$ cat src/rtl/axis_pkt_arbiter.sv
// Packet-locked round-robin arbiter for two AXI-Stream sources sharing one sink.
// Optional per-port completed-packet counters are built when AXIS_ARB_PKT_CNT_EN is defined.
module axis_pkt_arbiter #(
  parameter int DATA_WIDTH = 8
`ifdef AXIS_ARB_PKT_CNT_EN
  , parameter int CNT_WIDTH = 16
`endif
) (
  input  logic                  ACLK,
  input  logic                  ARESET,
  input  logic [DATA_WIDTH-1:0] DATA_in_0,
  input  logic                  TVALID_in_0,
  input  logic                  TLAST_in_0,
  output logic                  TREADY_in_0,
  input  logic [DATA_WIDTH-1:0] DATA_in_1,
  input  logic                  TVALID_in_1,
  input  logic                  TLAST_in_1,
  output logic                  TREADY_in_1,
  output logic [DATA_WIDTH-1:0] DATA_out,
  output logic                  TVALID_out,
  output logic                  TLAST_out,
  input  logic                  TREADY_out,
  output logic                  sel,
  output logic                  busy
`ifdef AXIS_ARB_PKT_CNT_EN
  ,
  output logic [CNT_WIDTH-1:0]  pkt_cnt_0,
  output logic [CNT_WIDTH-1:0]  pkt_cnt_1
`endif
);

  typedef enum logic [1:0] {IDLE = 2'd0, GNT0 = 2'd1, GNT1 = 2'd2} state_t;

  state_t state_q, state_d;
  logic   last_gnt_q, last_gnt_d;
  logic   sel_q;
  logic   pkt_end;

  // Handshake: a beat moves on TVALID_out & TREADY_out; TVALID_out never depends on
  // TREADY_out, and only the granted source ever sees TREADY_out.
  assign pkt_end = TVALID_out & TREADY_out & TLAST_out;
  assign sel     = sel_q;
  assign busy    = (state_q != IDLE);

  always_ff @(posedge ACLK) begin
    if (ARESET) begin
      state_q    <= IDLE;
      last_gnt_q <= 1'b1;
      sel_q      <= 1'b0;
    end else begin
      state_q    <= state_d;
      last_gnt_q <= last_gnt_d;
      if (state_d == GNT0) begin
        sel_q <= 1'b0;
      end else if (state_d == GNT1) begin
        sel_q <= 1'b1;
      end
    end
  end

  // On a packet end only the other port may take over; the finishing source's own
  // TVALID still belongs to the beat being consumed.
  always_comb begin
    state_d    = state_q;
    last_gnt_d = last_gnt_q;
    case (state_q)
      IDLE: begin
        if (TVALID_in_0 && (!TVALID_in_1 || last_gnt_q)) begin
          state_d = GNT0;
        end else if (TVALID_in_1) begin
          state_d = GNT1;
        end
      end
      GNT0: begin
        if (pkt_end) begin
          last_gnt_d = 1'b0;
          state_d    = TVALID_in_1 ? GNT1 : IDLE;
        end
      end
      GNT1: begin
        if (pkt_end) begin
          last_gnt_d = 1'b1;
          state_d    = TVALID_in_0 ? GNT0 : IDLE;
        end
      end
      default: state_d = IDLE;
    endcase
  end

  always_comb begin
    TVALID_out  = 1'b0;
    TLAST_out   = 1'b0;
    TREADY_in_0 = 1'b0;
    TREADY_in_1 = 1'b0;
    DATA_out    = sel_q ? DATA_in_1 : DATA_in_0;
    case (state_q)
      GNT0: begin
        TVALID_out  = TVALID_in_0;
        TLAST_out   = TLAST_in_0;
        TREADY_in_0 = TREADY_out;
      end
      GNT1: begin
        TVALID_out  = TVALID_in_1;
        TLAST_out   = TLAST_in_1;
        TREADY_in_1 = TREADY_out;
      end
      default: ;
    endcase
  end

`ifdef AXIS_ARB_PKT_CNT_EN
  always_ff @(posedge ACLK) begin
    if (ARESET) begin
      pkt_cnt_0 <= '0;
      pkt_cnt_1 <= '0;
    end else begin
      if (pkt_end && (state_q == GNT0)) pkt_cnt_0 <= pkt_cnt_0 + 1'b1;
      if (pkt_end && (state_q == GNT1)) pkt_cnt_1 <= pkt_cnt_1 + 1'b1;
    end
  end
`endif

endmodule
$ cat config.mk
export PLATFORM = sky130hd
export DESIGN_NAME = axis_pkt_arbiter
export DESIGN_NICKNAME = d
export VERILOG_FILES = /design/src/rtl/axis_pkt_arbiter.sv
export SDC_FILE = /design/constraint.sdc
export NUM_CORES = 1
export LEC_CHECK = 0
export ABC_CLOCK_PERIOD_IN_PS = 2000
export CAP_MARGIN = 10
export CORE_UTILIZATION = 32
export CTS_BUF_LIST = sky130_fd_sc_hd__clkbuf_4 sky130_fd_sc_hd__clkbuf_8
export DETAILED_ROUTE_END_ITERATION = 16
export PLACE_DENSITY = 0.86
export SETUP_SLACK_MARGIN = 0.02
export SLEW_MARGIN = 5
export SYNTH_ARGS = -nofsm -noshare
export SYNTH_HDL_FRONTEND = slang
export SYNTH_SLANG_ARGS = --single-unit
export TNS_END_PERCENT = 5
$ cat constraint.sdc
create_clock -name ACLK -period 2 [get_ports ACLK]
set_input_delay 0.4 -clock ACLK [delete_from_list [all_inputs] [get_ports ACLK]]
set_output_delay 0.4 -clock ACLK [all_outputs]
set_load 0.03 [all_outputs]
# After elaboration in Yosys (flattened, before gate mapping)
# Index checks and enable logic that the tools add are counted.
# totals
inputBits,23
output_inout_bits,14
word_cells,34
regBits,4
# op_classes
bitwise_logic,2
reduce_logical,8
n_eq_ne,6
muxes,15
# op_table
operator,n
two-way mux 2 bit,5
two-way mux 8 bit,1
one-hot mux 1 bit (2 select lines),3
one-hot mux 2 bit (3 select lines),1
two-way mux 1 bit,5
equality test 2 x 1 -> 1 bit (second input constant),2
equality test 2 bit (second input constant),2
inequality test 2 bit (second input constant),2
nonzero test 2 bit,2
AND reduction 3 bit,1
bitwise AND 1 bit,2
logical NOT 2 bit,1
OR reduction 2 bit,1
logical AND 1 bit,1
logical NOT 1 bit,1
logical OR 1 bit,1

# Logic depth before layout (Yosys ltp)
# depth
depth_word,8
depth_mapped,7
depth_no_buf,7

# Least setup slack after synthesis
# Ideal clock, no wire load.
# synth_timing
path_type,register to register
startpoint,register state_q[0]
endpoint,"register sel_q, in the netlist sel"
setup_time_ps,88
n_path_buf,0
required_time_ps,1912
slack_ps,265
path_stages_with_launch,7
synth_period_minus_slack_ps,1735
arrival_time_ps,1647
path_cell_list,dfxtp_1 -> inv_1 -> ha_1 -> a22oi_2 -> and4bb_4 -> o311a_1 -> o32ai_2
# synth_via
elab_chain_cells,8
word_cells_on_any_way,15
cone_classes,4 x eq/ne; 7 x mux; 2 x bitwise; 2 x reduce/logical
# synth_rtl
item,line_no,source
from (decl),34,"state_t state_q, state_d;"
from (signal assigned),51,state_q <= state_d;
equality test 2 bit / equality test 2 x 1 -> 1 bit (equally long branches),"66, 96",
one-hot mux 1 bit (2 select lines),96,case (state_q)
bitwise AND 1 bit (2 in series),41,assign pkt_end = TVALID_out & TREADY_out & TLAST_out;
"two-way mux 2 bit, on equally long branches","81, 75",
one-hot mux 2 bit (3 select lines) (*),66,case (state_q)
equality test 2 x 1 -> 1 bit,53,if (state_d == GNT0) begin
OR reduction 2 bit (no source line),n/a,
to (signal assigned),49,sel_q <= 1'b0;
to (signal assigned),54,sel_q <= 1'b0;
to (signal assigned),56,sel_q <= 1'b1;
to (decl),36,logic sel_q;
# Every way passes the cells marked *; elsewhere a longest branch is shown, timed or not.
# A chain may end at the register's enable or synchronous reset.

# Worst setup path in the final report
# layout_timing
startpoint,register state_q[1]
endpoint,"register sel_q, in the netlist sel"
# The elaborated chain is that of the path after synthesis.

==> flow_summary.ini <==
[status]
status = finished clean

[sta]
fin_crit_sh_pct = 94.23
finalMaxSlewViolations = 0
fmax_mhz = 530.6
fin_worst_skew_ps = 2.559
hold_ws_ps = 614.3
fin_crit_ps = 1885
worst_pin_slew_ps = 326.9
hold_viol_final = 0
setup_viol = 0
slew_headroom_pct = 78.29
rsz0062_at_grt = no

[floorplan]
dieHeight_microns = 38.94
start_util_pct = 36.81
die-area_sq_mm = 0.001516
fp.dieW_microns = 38.94
core_area_sq_mm = 0.001186
ios = 37
rows = 12

[setup_path]
cpMaxStageDelayCell = o311a_1
path_delay_family = compound AO/OA/AOI/OAI gates
worst-path-max-fanout = 6
critPathBufInv = 1
cpPeakStageDelay_ps = 360
cp.required_ps = 2150
cp-end-kind = register
cp.depth = 6
critPathKind = reg2reg
arrival_ps = 2030
worstRegToRegCells = 6
cp-start-kind = register
crit_chain = inv_1 -> ha_1 -> a22oi_2 -> and4bb_4 -> o311a_1 -> o32ai_2

[worst_hold_path]
worstHoldPathType = reg2reg
whs_path_depth = 3

[clock_network]
clockBufferDepth = 2
hold_buffers = 0
root_buffer = clkbuf_4
cts_max_level = 1
clock_latency_ps = 240
cts_buffers = 3
clkSinkCount = 4
cts_tree = done
clkSlewWorstSetupHoldPaths_ps = 40

[detailed_routing]
drtIter0Drc = 4
ant_nets = 0
drcViolationCount = 0
wire_per_inst_microns = 10.69
via_per_inst = 5.202
vias = 541
firstDrtPassIters = 3
wl_mm = 1.112

[finish]
nets = 119
diodes = 0
areaGrowthSynthToFinish_pct = 91.69
stdcell_count = 104
nFillCells = 92
layout-drive-gt1-share_pct = 30.00

[yosys]
synth_ff_type = dfxtp_1
postSynthCellCount = 49
yosys_warnings = 0
ys_ff_latch = 4
yosysSeqAreaShare_pct = 18.34
avgSynthCellArea_sq_um = 8.912
yosysTopAreaCell = dfxtp_1
synthTopCellsByArea = dfxtp_1, mux2_2, ha_1
synthesis.area_sq_um = 436.7
yosysUniqueCellTypes = 26
async_flop_share_pct = 0
syn-num-nets = 76
synth_edf_count = 0
synth_top_area_share_pct = 18.34

[place]
dp.final_hpwl_microns = 931.3
placed_cells = 101
portBuffers = 36
place_congestion = 0.7313

[grt]
grt_antenna_before_repair = 0
grt_pass1_wl_mm = 1.656
gr-total-overflow = 0
grt_max_degree = 9
grt_usage_pct = 16.63
grt_pass1_vias = 455

[pwr]
power_density_mw_per_mm2 = 516.7
total_power_w = 0.0004325
ir_drop_mv = 0.3100
p_leak_nw = 0.3539

[job]
maxCapViolCount = 0
cells in the mapped netlist (2+ instances only):
library cell  n
inv_1         5
mux2_1        3
nand2b_1      2
ha_1          4
a31oi_1       2
nor2_1        2
mux2_2        5
a21oi_1       4
nor2b_1       2
dfxtp_1       4
path summary, 6_finish.rpt:
path         slack, ps                     from                       to
max                120    state_q[1]$_SDFF_PP0_         sel$_SDFFE_PP0N_
min                610  last_gnt_q$_SDFFE_PP1P_  last_gnt_q$_SDFFE_PP1P_
max reg2reg        120    state_q[1]$_SDFF_PP0_         sel$_SDFFE_PP0N_
min reg2reg        610  last_gnt_q$_SDFFE_PP1P_  last_gnt_q$_SDFFE_PP1P_
power by group:
| part | leakage [nW] | switching (W) | internal, W |
|---|---|---|---|
| clock | 0.0138 | 0.0000330 | 0.0000671 |
| combinational | 0.307 | 0.000119 | 0.000121 |
| sequential | 0.0328 | 0.00000567 | 0.0000865 |
sequential cells by signal, indices dropped and copies added, names as in the netlist:
register,cells
sel,1
last_gnt_q,1
state_q,2
per-stage QoR:
stage	setup TNS, ps	area, sq um	utilization [%]	worst slack [ps]
6_report	0	837.1	70.57	115.4
5_1_grt	0	837.1	70.57	23.17
4_1_cts	0	828.3	69.83	59.00
3_5_place_dp	-265.5	810.8	68.35	-107.1
3_3_place_gp	-211.4	810.8	68.35	-74.96
2_1_floorplan	0	436.7	-	264.8
kinds of logic (layout without fill, tap and decap cells):
family | after synthesis | after routing | synth area share, %
flops | 4 | 4 | 18.34
buf+inv | 6 | 47 | 5.157
mux | 8 | 8 | 20.63
compound gates | 15 | 15 | 26.94
fa+ha+maj | 4 | 4 | 11.46
simple gates | 12 | 12 | 17.48
layout by cell type (no fill, tap or decap):
cell type,instances
inv_1,5
nor2_1,2
mux2_1,3
buf_4,12
a21oi_1,4
ha_2,1
and2_2,1
clkdlybuf4s50_1,23
o32ai_2,1
a211o_1,1
mux2_2,5
nand2b_1,2
a21bo_2,1
ha_1,3
a22oi_1,1
o21ai_0,1
clkbuf_4,3
a22oi_2,1
nor2b_1,2
a31oi_1,1
nand3_1,1
and4bb_4,1
a21boi_0,1
nand2_1,1
nor3_1,1
a31oi_2,1
and2_1,1
o311a_1,1
a211oi_1,1
dfxtp_1,4
dlygate4sd2_1,4
metal layers:
metal  share of wire, %  vias to the layer above  track usage [%]
li1                   -                      261                -
met1                 39                      236            15.02
met2                 43                       39            27.50
met3                 14                        5            6.936
met4                3.3                        0            15.52
met5                  0                        -                0
worst min-delay path, stage by stage (launching register included):
cell and delay, ps:
dfxtp_1 310, inv_1 50, a21oi_1 120, a211o_1 100
final cells by class:
| type | instances | area, sq um | share of cell area [%] |
|---|---|---|---|
| Clock buffer | 3 | 22.52 | 2.691 |
| Sequential cell | 4 | 80.08 | 9.567 |
| Multi-Input combinational cell | 39 | 342.8 | 40.96 |
| Tap cell | 14 | 17.52 | 2.093 |
| Inverter | 5 | 18.77 | 2.242 |
| Timing Repair Buffer | 39 | 355.3 | 42.45 |
timing repair:
item | 4_1_cts | 5_1_grt
gates resized for setup | 4 | 2
setup endpoints to repair | 4 | 1
pin swaps | 0 | 0
setup buffers | 0 | 0
(Power assumes the default switching activity.)
